### config.mk
export PLATFORM = sky130hd
export DESIGN_NAME = vga_sync_gen
export DESIGN_NICKNAME = d
export VERILOG_FILES = /design/src/rtl/vga_sync_gen.sv
export SDC_FILE = /design/constraint.sdc
export NUM_CORES = 1
export LEC_CHECK = 0
export CAP_MARGIN = 20
export CORE_MARGIN = 1.5
export CORE_UTILIZATION = 35
export CTS_BUF_LIST = sky130_fd_sc_hd__clkbuf_4
export CTS_CLUSTER_DIAMETER = 40
export DETAILED_ROUTE_END_ITERATION = 16
export PLACE_DENSITY_LB_ADDON = 0.05
export RECOVER_POWER = 25
export SLEW_MARGIN = 15
export SYNTH_ARGS = -nofsm -noshare
export SYNTH_HDL_FRONTEND = slang
export SYNTH_SLANG_ARGS = --single-unit
### constraint.sdc
create_clock -name clock -period 1.76 [get_ports clock]
set_input_delay 0.528 -clock clock [delete_from_list [all_inputs] [get_ports clock]]
set_output_delay 0.528 -clock clock [all_outputs]
set_load 0.02 [all_outputs]
### src/rtl/vga_sync_gen.sv
// vga_sync_gen -- VGA raster timing generator feeding the ppu and the VGA DAC.
//
// Free-running horizontal/vertical counters produce the pixel coordinate and
// decoded strobes for the ppu, which are all undelayed. The sync and blanking
// signals pass through a SYNC_DELAY-deep register chain. This delay lines them
// up with the ppu pixel pipeline.
//
// Ports:
//   clock        in   pixel clock
//   reset        in   synchronous, active-high
//   x, y         out  10-bit hcount / vcount, undelayed (0 while reset)
//   active       out  visible-region flag, undelayed
//   line_start   out  hcount == 0, undelayed
//   frame_start  out  hcount == 0 && vcount == 0, undelayed
//   hsync        out  active-low hsync, delayed SYNC_DELAY clocks
//   vsync        out  active-low vsync, delayed SYNC_DELAY clocks
//   blank_n      out  delayed copy of active (0 = blanking)
//   frame_count  out  8-bit frame counter (only with VGA_SYNC_FRAME_CNT_EN)
//
// Optional feature macro: VGA_SYNC_FRAME_CNT_EN adds frame_count.
module vga_sync_gen #(
  parameter int unsigned H_ACTIVE   = 640,
  parameter int unsigned H_FP       = 16,
  parameter int unsigned H_SYNC     = 96,
  parameter int unsigned H_BP       = 48,
  parameter int unsigned V_ACTIVE   = 480,
  parameter int unsigned V_FP       = 10,
  parameter int unsigned V_SYNC     = 2,
  parameter int unsigned V_BP       = 33,
  parameter int unsigned SYNC_DELAY = 2
) (
  input  logic       clock,
  input  logic       reset,
  output logic [9:0] x,
  output logic [9:0] y,
  output logic       active,
  output logic       line_start,
  output logic       frame_start,
  output logic       hsync,
  output logic       vsync,
  output logic       blank_n
`ifdef VGA_SYNC_FRAME_CNT_EN
 ,output logic [7:0] frame_count
`endif
);

  localparam int unsigned H_TOTAL = H_ACTIVE + H_FP + H_SYNC + H_BP;
  localparam int unsigned V_TOTAL = V_ACTIVE + V_FP + V_SYNC + V_BP;

  localparam logic [9:0] H_LAST       = 10'(H_TOTAL - 1);
  localparam logic [9:0] V_LAST       = 10'(V_TOTAL - 1);
  localparam logic [9:0] H_VIS        = 10'(H_ACTIVE);
  localparam logic [9:0] V_VIS        = 10'(V_ACTIVE);
  localparam logic [9:0] H_SYNC_START = 10'(H_ACTIVE + H_FP);
  localparam logic [9:0] H_SYNC_END   = 10'(H_ACTIVE + H_FP + H_SYNC);
  localparam logic [9:0] V_SYNC_START = 10'(V_ACTIVE + V_FP);
  localparam logic [9:0] V_SYNC_END   = 10'(V_ACTIVE + V_FP + V_SYNC);

  // Idle pattern {hsync, vsync, blank_n} used for reset and the delay fill.
  localparam logic [2:0] SYNC_IDLE = 3'b110;

  logic [9:0] hCount;
  logic [9:0] vCount;
  logic       hWrap;
  logic       frameWrap;
  logic       hsyncRaw;
  logic       vsyncRaw;
  logic       activeRaw;

  assign hWrap     = (hCount == H_LAST);
  assign frameWrap = hWrap && (vCount == V_LAST);

  // Stage p0: raster counters
  always_ff @(posedge clock) begin
    if (reset) begin
      hCount <= '0;
      vCount <= '0;
    end else if (hWrap) begin
      hCount <= '0;
      vCount <= (vCount == V_LAST) ? 10'd0 : vCount + 10'd1;
    end else begin
      hCount <= hCount + 10'd1;
    end
  end

  assign hsyncRaw  = !((hCount >= H_SYNC_START) && (hCount < H_SYNC_END));
  assign vsyncRaw  = !((vCount >= V_SYNC_START) && (vCount < V_SYNC_END));
  assign activeRaw = (hCount < H_VIS) && (vCount < V_VIS);

  // The counters only clear on the reset edge, so the undelayed outputs are
  // gated to read idle for the whole time reset is high.
  assign x           = reset ? 10'd0 : hCount;
  assign y           = reset ? 10'd0 : vCount;
  assign active      = activeRaw && !reset;
  assign line_start  = (hCount == 10'd0) && !reset;
  assign frame_start = (hCount == 10'd0) && (vCount == 10'd0) && !reset;

  generate
    if (SYNC_DELAY == 0) begin : gNoDelay
      assign hsync   = hsyncRaw || reset;
      assign vsync   = vsyncRaw || reset;
      assign blank_n = active;
    end else begin : gDelay
      logic [2:0] syncPipe_p1 [SYNC_DELAY];

      // Stage p1..pN: sync/blank delay chain matching the ppu latency
      always_ff @(posedge clock) begin
        if (reset) begin
          for (int i = 0; i < int'(SYNC_DELAY); i++) syncPipe_p1[i] <= SYNC_IDLE;
        end else begin
          syncPipe_p1[0] <= {hsyncRaw, vsyncRaw, activeRaw};
          for (int i = 1; i < int'(SYNC_DELAY); i++) syncPipe_p1[i] <= syncPipe_p1[i-1];
        end
      end

      // Held idle during reset itself, not just after the reset edge.
      assign hsync   = syncPipe_p1[SYNC_DELAY-1][2] || reset;
      assign vsync   = syncPipe_p1[SYNC_DELAY-1][1] || reset;
      assign blank_n = syncPipe_p1[SYNC_DELAY-1][0] && !reset;
    end
  endgenerate

`ifdef VGA_SYNC_FRAME_CNT_EN
  always_ff @(posedge clock) begin
    if (reset)          frame_count <= '0;
    else if (frameWrap) frame_count <= frame_count + 8'd1;
  end
`else
  logic unusedFrameWrap;
  assign unusedFrameWrap = frameWrap;
`endif

endmodule

# After elaboration in Yosys (flattened, before gate mapping)
# Memory sizes are Yosys's and may differ from the RTL's.
# Cells that the tools add are included.
[op_classes] n_addsub=2 order_cmp=6 eq_ne=2 muxes=8 bitwise_logic=2 reduce_logical=16
[op_table] operator="10-bit 2-to-1 mux" count=3
[op_table] operator="10-bit by 1-bit adder with 10-bit output, second input constant" count=2
[op_table] operator="10-bit == test, second input constant" count=2
[op_table] operator="10-bit zero test" count=2
[op_table] operator="10-bit < comparator, second input constant" count=2
[op_table] operator="10-bit by 9-bit < comparator with 1-bit output, second input constant" count=2
[op_table] operator="10-bit >= comparator, second input constant" count=1
[op_table] operator="10-bit by 9-bit >= comparator with 1-bit output, second input constant" count=1
[op_table] operator="1-bit logical AND" count=8
[op_table] operator="3-bit 2-to-1 mux" count=2
[op_table] operator="1-bit zero test" count=3
[op_table] operator="1-bit 2-to-1 mux" count=3
[op_table] operator="1-bit logical OR" count=2
[op_table] operator="1-bit bitwise OR" count=2
[op_table] operator="2-bit OR reduction" count=1
[totals] register_bits=20 ram_bits=6 in_bits=2 out_inout_bits=26 elab_cells=39 memories=1
[memory_table] name="gDelay.syncPipe_p1" depth=2 width=3 rd=2 rd_clocked_by_memory_dff=0 write_ports=2 line="104" rtl="logic [2:0] syncPipe_p1 [SYNC_DELAY];"

# Logic depth before layout (Yosys ltp)
# Gate-level depths: netlist of the first run.
[depth] ltp_word=4 mapped_depth=8 mapped_depth_nobuf=6

# Worst setup path before layout of the first run
# OpenSTA, ideal clock, no wires.
[synth_timing] kind="in2out" startpoint="in reset" endpoint="out frame_start" arrival_ns=1.382 required_ns=1.232 slack_ns=-0.150 stages=3 n_path_buf=0 path_cell_list="nor4_1 and3_1 and4_1"
[synth_via] elab_chain_len=2
[synth_lines] element="start, declared" line="33" rtl="input logic reset,"
[synth_lines] element="1-bit zero test" line="96" rtl="assign frame_start = (hCount == 10'd0) && (vCount == 10'd0) && !reset;"
[synth_lines] element="1-bit logical AND" line="96"
[synth_lines] element="end, declared" line="38" rtl="output logic frame_start,"
# No other way between the ends.

# Worst setup path in the final report of the first run
[layout_timing] startpoint="reg hCount[0]" endpoint="out frame_start"
[layout_via] elab_chain_len=3
[layout_lines] element="start, declared" line="62" rtl="logic [9:0] hCount;"
[layout_lines] element="start signal, assigned" line="82" rtl="hCount <= hCount + 10'd1;"
[layout_lines] element="10-bit zero test" line="96"
[layout_lines] element="1-bit logical AND (2 in series)" line="96"
# No other way between the ends.

==> results of run 1 <==
## flip-flops by register name, indices dropped and copies added, names as in the netlist
register and flops:
hCount 10, vCount 10, gDelay.syncPipe_p1 6
## metrics by stage
stage	cells	area, µm²	total power (W)
2_1_floorplan	161	1420	0.000680
6_report	278	2150	0.00120
4_1_cts	275	2100	0.00120
5_1_grt	278	2150	0.00125
3_5_place_dp	264	1970	0.000739
3_3_place_gp	264	1970	0.000738
## area by class of cell
| class | count | area share (%) |
|---|---|---|
| Clock inverter | 1 | 1.40 |
| Clock buffer | 3 | 1.05 |
| Timing Repair Buffer | 75 | 27.4 |
| Tap cell | 48 | 2.79 |
| Inverter | 5 | 0.873 |
| Multi-Input combinational cell | 120 | 41.3 |
| Sequential cell | 26 | 25.1 |
## power groups by stage
stage | clock network [W] | registers (W) | logic [W]
2_1_floorplan | 0 | 0.000616 | 0.0000640
3_3_place_gp | 0 | 0.000615 | 0.000124
3_5_place_dp | 0 | 0.000615 | 0.000124
4_1_cts | 0.000429 | 0.000603 | 0.000165
5_1_grt | 0.000462 | 0.000603 | 0.000182
6_report | 0.000426 | 0.000601 | 0.000168
## cells by family after synthesis
| family | Yosys count | share of synthesized area, % |
|---|---|---|
| flip-flops | 26 | 36.8 |
| adder cells (fa/ha/maj) | 5 | 4.43 |
| multiplexers | 1 | 0.709 |
| buffers and inverters | 15 | 6.82 |
| AO/OA/AOI/OAI | 11 | 4.34 |
| AND/OR/NAND/NOR | 90 | 38.8 |
| XOR/XNOR | 13 | 8.06 |
## critical path, stage by stage, from the launching register on
cell     delay, ns
dfxtp_2       0.35
inv_2         0.07
ha_4          0.13
nor4b_4       0.19
and3_4        0.22
and4_4        0.20
buf_6         0.11
## layout by cell type, fill, tap and decap left out, types with 2 or more instances in the layout
| master | netlist | routed |
|---|---|---|
| clkbuf_2 | 0 | 2 |
| nor2b_2 | 1 | 2 |
| inv_1 | 5 | 3 |
| a21oi_1 | 4 | 4 |
| buf_2 | 2 | 14 |
| nand4_1 | 7 | 7 |
| and4_4 | 0 | 2 |
| or3_1 | 4 | 4 |
| and3_4 | 1 | 3 |
| nor2_2 | 6 | 6 |
| buf_4 | 0 | 41 |
| nand2_1 | 6 | 6 |
| buf_12 | 0 | 2 |
| xor2_1 | 10 | 10 |
| clkbuf_1 | 3 | 2 |
| inv_2 | 0 | 2 |
| nor2_1 | 17 | 15 |
| clkbuf_4 | 0 | 4 |
| buf_6 | 5 | 13 |
| nor2b_1 | 19 | 17 |
| nor4_1 | 2 | 2 |
| dfxtp_1 | 26 | 12 |
| nor2_4 | 0 | 2 |
| and3_1 | 8 | 6 |
| ha_1 | 5 | 3 |
| xnor2_1 | 3 | 3 |
| nand3_1 | 2 | 2 |
| dfxtp_2 | 0 | 13 |
| or2_2 | 4 | 3 |
| o21ai_0 | 5 | 4 |
## routing by layer
| layer | vias up | GRT usage, % | share of wire, % |
|---|---|---|---|
| li1 | 682 | - | - |
| met1 | 636 | 27.0 | 51 |
| met2 | 22 | 29.9 | 44 |
| met3 | 4 | 2.70 | 3.3 |
| met4 | 0 | 3.83 | 1.0 |
| met5 | - | 0 | 0 |
## what timing repair did
| item | CTS | global route |
|---|---|---|
| pin swaps | 4 | 8 |
| endpoints found under the setup margin | 26 | 22 |
| resized for setup | 140 | 33 |
| buffers inserted | 5 | 6 |
| gates cloned | 2 | 0 |
## final timing paths
check,from,endpoint,cells past startpoint
worst max-delay path,hCount[0],frame_start,6
worst min-delay path,gDelay.syncPipe_p1[0][1],gDelay.syncPipe_p1[0][4],1
worst max register to register,hCount[0],vCount[7],6
worst min register to register,gDelay.syncPipe_p1[0][1],gDelay.syncPipe_p1[0][4],1
==> metrics.txt, run 1 <==
status finished with violations; failing checks negative setup slack; I/O pin count 28; Post-synth top cells 26 x dfxtp_1, 19 x nor2b_1, 17 x nor2_1; Ys Warns 0; clock-pin slew on the worst setup and hold paths 0.15 ns; final WL 3.81 mm; core box area 3770 µm²; CP arrival 1.62 ns; total track usage 18.8%; area delta synth->final 52.2%; Power Internal 0.000918 W; vias in the first global route 1330; Root Driver clkbuf_4; CP Capture Type output port; Multi-input gate area 888 µm²; chip height 66.5 µm; Post-route DRC 0; Mapped Area 1410 µm²; critical path class reg2out; CP Launch Type flip-flop; Hold Path Class reg2reg; main area contributors after synthesis dfxtp_1 37%, nor2b_1 8.4%, xor2_1 6.2%, nor2_1 4.5%, ha_1 4.4%; mean post-synth cell area 8.77 µm²; Final TNS setup -2.40 ns; grt total ovfl 0; Post-Place Setup Slack -0.957 ns; skew final 0.00900 ns; DRT iter0 DRCs 48; Initial Util 37.5%; switching part of the total 23.2%; Seq pwr share 50.3%; share of layout cells above drive strength 1 52.2%; worst-path maximum fanout 2; Detail Placement HPWL 2.61 mm; pwr/cell area 556 nW/µm²; Slew Limit Fails 0; RSZ-0062 raised after global routing yes; final-layout fill cell count 356; fin crit share 122%; Slew HR 63.0%; final setup vio count 19; top-count cell post-synth dfxtp_1; hold_buf cts 0; worst skew pair latency 0.34 ns; Num CTS Buffers 3; sequential area share after synthesis 36.8%; DR WL/cell 13.7 µm; Worst R2R Setup Slack 0.03 ns; die width 66.5 µm; top_reg_cell synth dfxtp_1; number of flops mapped to enable cells by yosys 0; largest net degree at the start of global routing 16; Cells after Synth 161; worst endpoint required time 1.23 ns; Sequential Area 541 µm²; Clock Sinks 26; Peak VDD IR 0.335 mV; Lkg Pwr 0.935 nW; die area 4430 µm²; Cell Rows 22; first-pass GRT wire length 6.41 mm; biggest area consumer among synthesized cells dfxtp_1; CTS tree yes; worst hold margin 0.417 ns; Final Wtd Congestion 0.802; drt pass-1 iters 4; ys async rst share 0%; final hold vios 0; Finished Core Util 57.0%; clk buf depth 2; Synth Net Count 168; Final ANT Viol Nets 0; antenna violations before repair 0; Worst Tran Pin Value 0.556 ns; Net Sw Power 0.000278 W; fin worst setup slack -0.391 ns; top cell type's share of synthesized area 36.8%; vias per inst 4.83; Clock power frac 35.7%; port bufs 27; Min Clock Period, post-route 2.15 ns; FF+latch count, synth 26; ant diodes 0; H-tree levels 1; Distinct cells, synth 36; Comb power frac 14.0%; total of max-cap violations 0; f_max 465 MHz; final net count 238; via count 1344
(Power assumes the default switching activity.)
==> run 2, diff against run 1 <==
--- a/config.mk
+++ b/config.mk
@@ -5,7 +5,7 @@
 export SDC_FILE = /design/constraint.sdc
 export NUM_CORES = 1
 export LEC_CHECK = 0
-export CAP_MARGIN = 20
+export CAP_MARGIN = 10
 export CORE_MARGIN = 1.5
 export CORE_UTILIZATION = 35
 export CTS_BUF_LIST = sky130_fd_sc_hd__clkbuf_4
==> results of run 2 <==
No change in the layout: final DEF, timing and power equal those of run 1.
==> run 3, diff against run 2 <==
--- a/config.mk
+++ b/config.mk
@@ -10,9 +10,11 @@
 export CORE_UTILIZATION = 35
 export CTS_BUF_LIST = sky130_fd_sc_hd__clkbuf_4
 export CTS_CLUSTER_DIAMETER = 40
+export CTS_CLUSTER_SIZE = 14
 export DETAILED_ROUTE_END_ITERATION = 16
 export PLACE_DENSITY_LB_ADDON = 0.05
 export RECOVER_POWER = 25
+export SETUP_SLACK_MARGIN = 0.02
 export SLEW_MARGIN = 15
 export SYNTH_ARGS = -nofsm -noshare
 export SYNTH_HDL_FRONTEND = slang
==> metrics.txt, run 3 (synthesized netlist as in run 1, its figures left out) <==
Clock Sinks 26; Placed Cells 264; Multi-input gate area 893 µm²; skew final 0.00796 ns; Detail Placement HPWL 2.61 mm; DR WL/cell 13.6 µm; CP arrival 1.62 ns; Hold Path Class reg2reg; worst-path maximum fanout 2; RSZ-0062 raised after global routing yes; placed cell areas 1970 µm²; DRT iter0 DRCs 57; f_max 465 MHz; Slew Limit Fails 0; ant diodes 0; Min Clock Period, post-route 2.15 ns; vias per inst 4.89; Peak VDD IR 0.313 mV; final-layout fill cell count 351; drt pass-1 iters 4; Num CTS Buffers 3; Initial Util 37.5%; chip height 66.5 µm; Root Driver clkbuf_4; antenna violations before repair 0; core box area 3770 µm²; final setup vio count 20; Worst Tran Pin Value 0.561 ns; port bufs 27; via count 1363; vias in the first global route 1349; H-tree levels 1; area delta synth->final 54.4%; final net count 239; I/O pin count 28; die area 4430 µm²; total track usage 18.9%; final WL 3.81 mm; Final ANT Viol Nets 0; die width 66.5 µm; CP Launch Type flip-flop; total of max-cap violations 0; largest net degree at the start of global routing 16; clk buf depth 2; Final Wtd Congestion 0.802; critical path class reg2out; commonest non-fill, non-tap cell in the layout buf_4; Slew HR 62.6%; clock-pin slew on the worst setup and hold paths 0.15 ns; Top Registers hCount x10, vCount x10, gDelay.syncPipe_p1 x6; grt total ovfl 0; worst endpoint required time 1.23 ns; Cell Rows 22; worst hold margin 0.418 ns; pwr/cell area 549 nW/µm²; CP Capture Type output port; Lkg Pwr 0.943 nW; fin worst setup slack -0.389 ns; first-pass GRT wire length 6.45 mm; failing checks negative setup slack; fin crit share 122%; Sequential Area 544 µm²; Post-route DRC 0; final hold vios 0; status finished with violations; share of layout cells above drive strength 1 53.7%; worst skew pair latency 0.34 ns; most frequent cells in the layout 44 x buf_4, 15 x nor2b_1, 15 x nor2_1, 13 x buf_6, 13 x dfxtp_2; CTS tree yes; Finished Layout Cells 279; Final Cell Area 2180 µm²
[run 3: changes by cell type in the layout (fill, tap and decap cells not counted)]
cell      change
buf_2         -2
buf_4         +3
buf_8         +1
clkbuf_2      -1
dfxtp_1       -1
dfxtp_4       +1
nor2b_1       -2
nor2b_2       +2
[run 3: power breakdown]
group | internal, W | switching [W]
Sequential | 0.000595 | 0.00000498
Combinational | 0.0000935 | 0.0000781
Clock | 0.000231 | 0.000196
[run 3: metrics by stage]
step	utilization (%)	TNS (ns)	worst slack, ns	total power (W)
2_1_floorplan	-	-0.0102	-0.00510	0.000680
3_3_place_gp	52.3	-18.62	-0.937	0.000738
3_5_place_dp	52.3	-19.23	-0.957	0.000739
4_1_cts	55.5	-0.755	-0.378	0.00120
5_1_grt	57.8	-3.87	-0.466	0.00125
6_report	57.8	-2.73	-0.389	0.00120
[run 3: worst max-delay path, stage by stage (launching register included)]
cell and delay [ns]:
dfxtp_2 0.35, inv_2 0.07, ha_4 0.13, nor4b_4 0.19, and3_4 0.22, and4_4 0.20, buf_6 0.11
[run 3: timing repair]
item / 4_1_cts / 5_1_grt
gates cloned: 2 / 0
hold buffers: 0 / 0
gates resized for setup: 144 / 39
setup buffers: 5 / 7
endpoints found under the setup margin: 27 / 24
pin swaps: 5 / 8
[run 3: path summary, 6_finish.rpt]
check / startpoint / to / slack (ns) / cells after the start
max: hCount[0] / frame_start / -0.39 / 6
min: gDelay.syncPipe_p1[0][1] / gDelay.syncPipe_p1[0][4] / 0.42 / 1
max reg2reg: hCount[0] / vCount[7] / 0.04 / 6
min reg2reg: gDelay.syncPipe_p1[0][1] / gDelay.syncPipe_p1[0][4] / 0.42 / 1
[run 3: routing by layer]
| layer | track usage [%] | routed length [µm] |
|---|---|---|
| met1 | 26.7 | 1930 |
| met2 | 30.8 | 1720 |
| met3 | 2.70 | 124 |
| met4 | 3.83 | 34 |
| met5 | 0 | 0 |
[run 3: final cells by class]
cell class,count,share of cell area (%)
Tap cell,48,2.75
Multi-Input combinational cell,120,41.0
Sequential cell,26,25.0
Inverter,5,0.861
Timing Repair Buffer,76,28.1
Clock inverter,1,1.38
Clock buffer,3,1.03
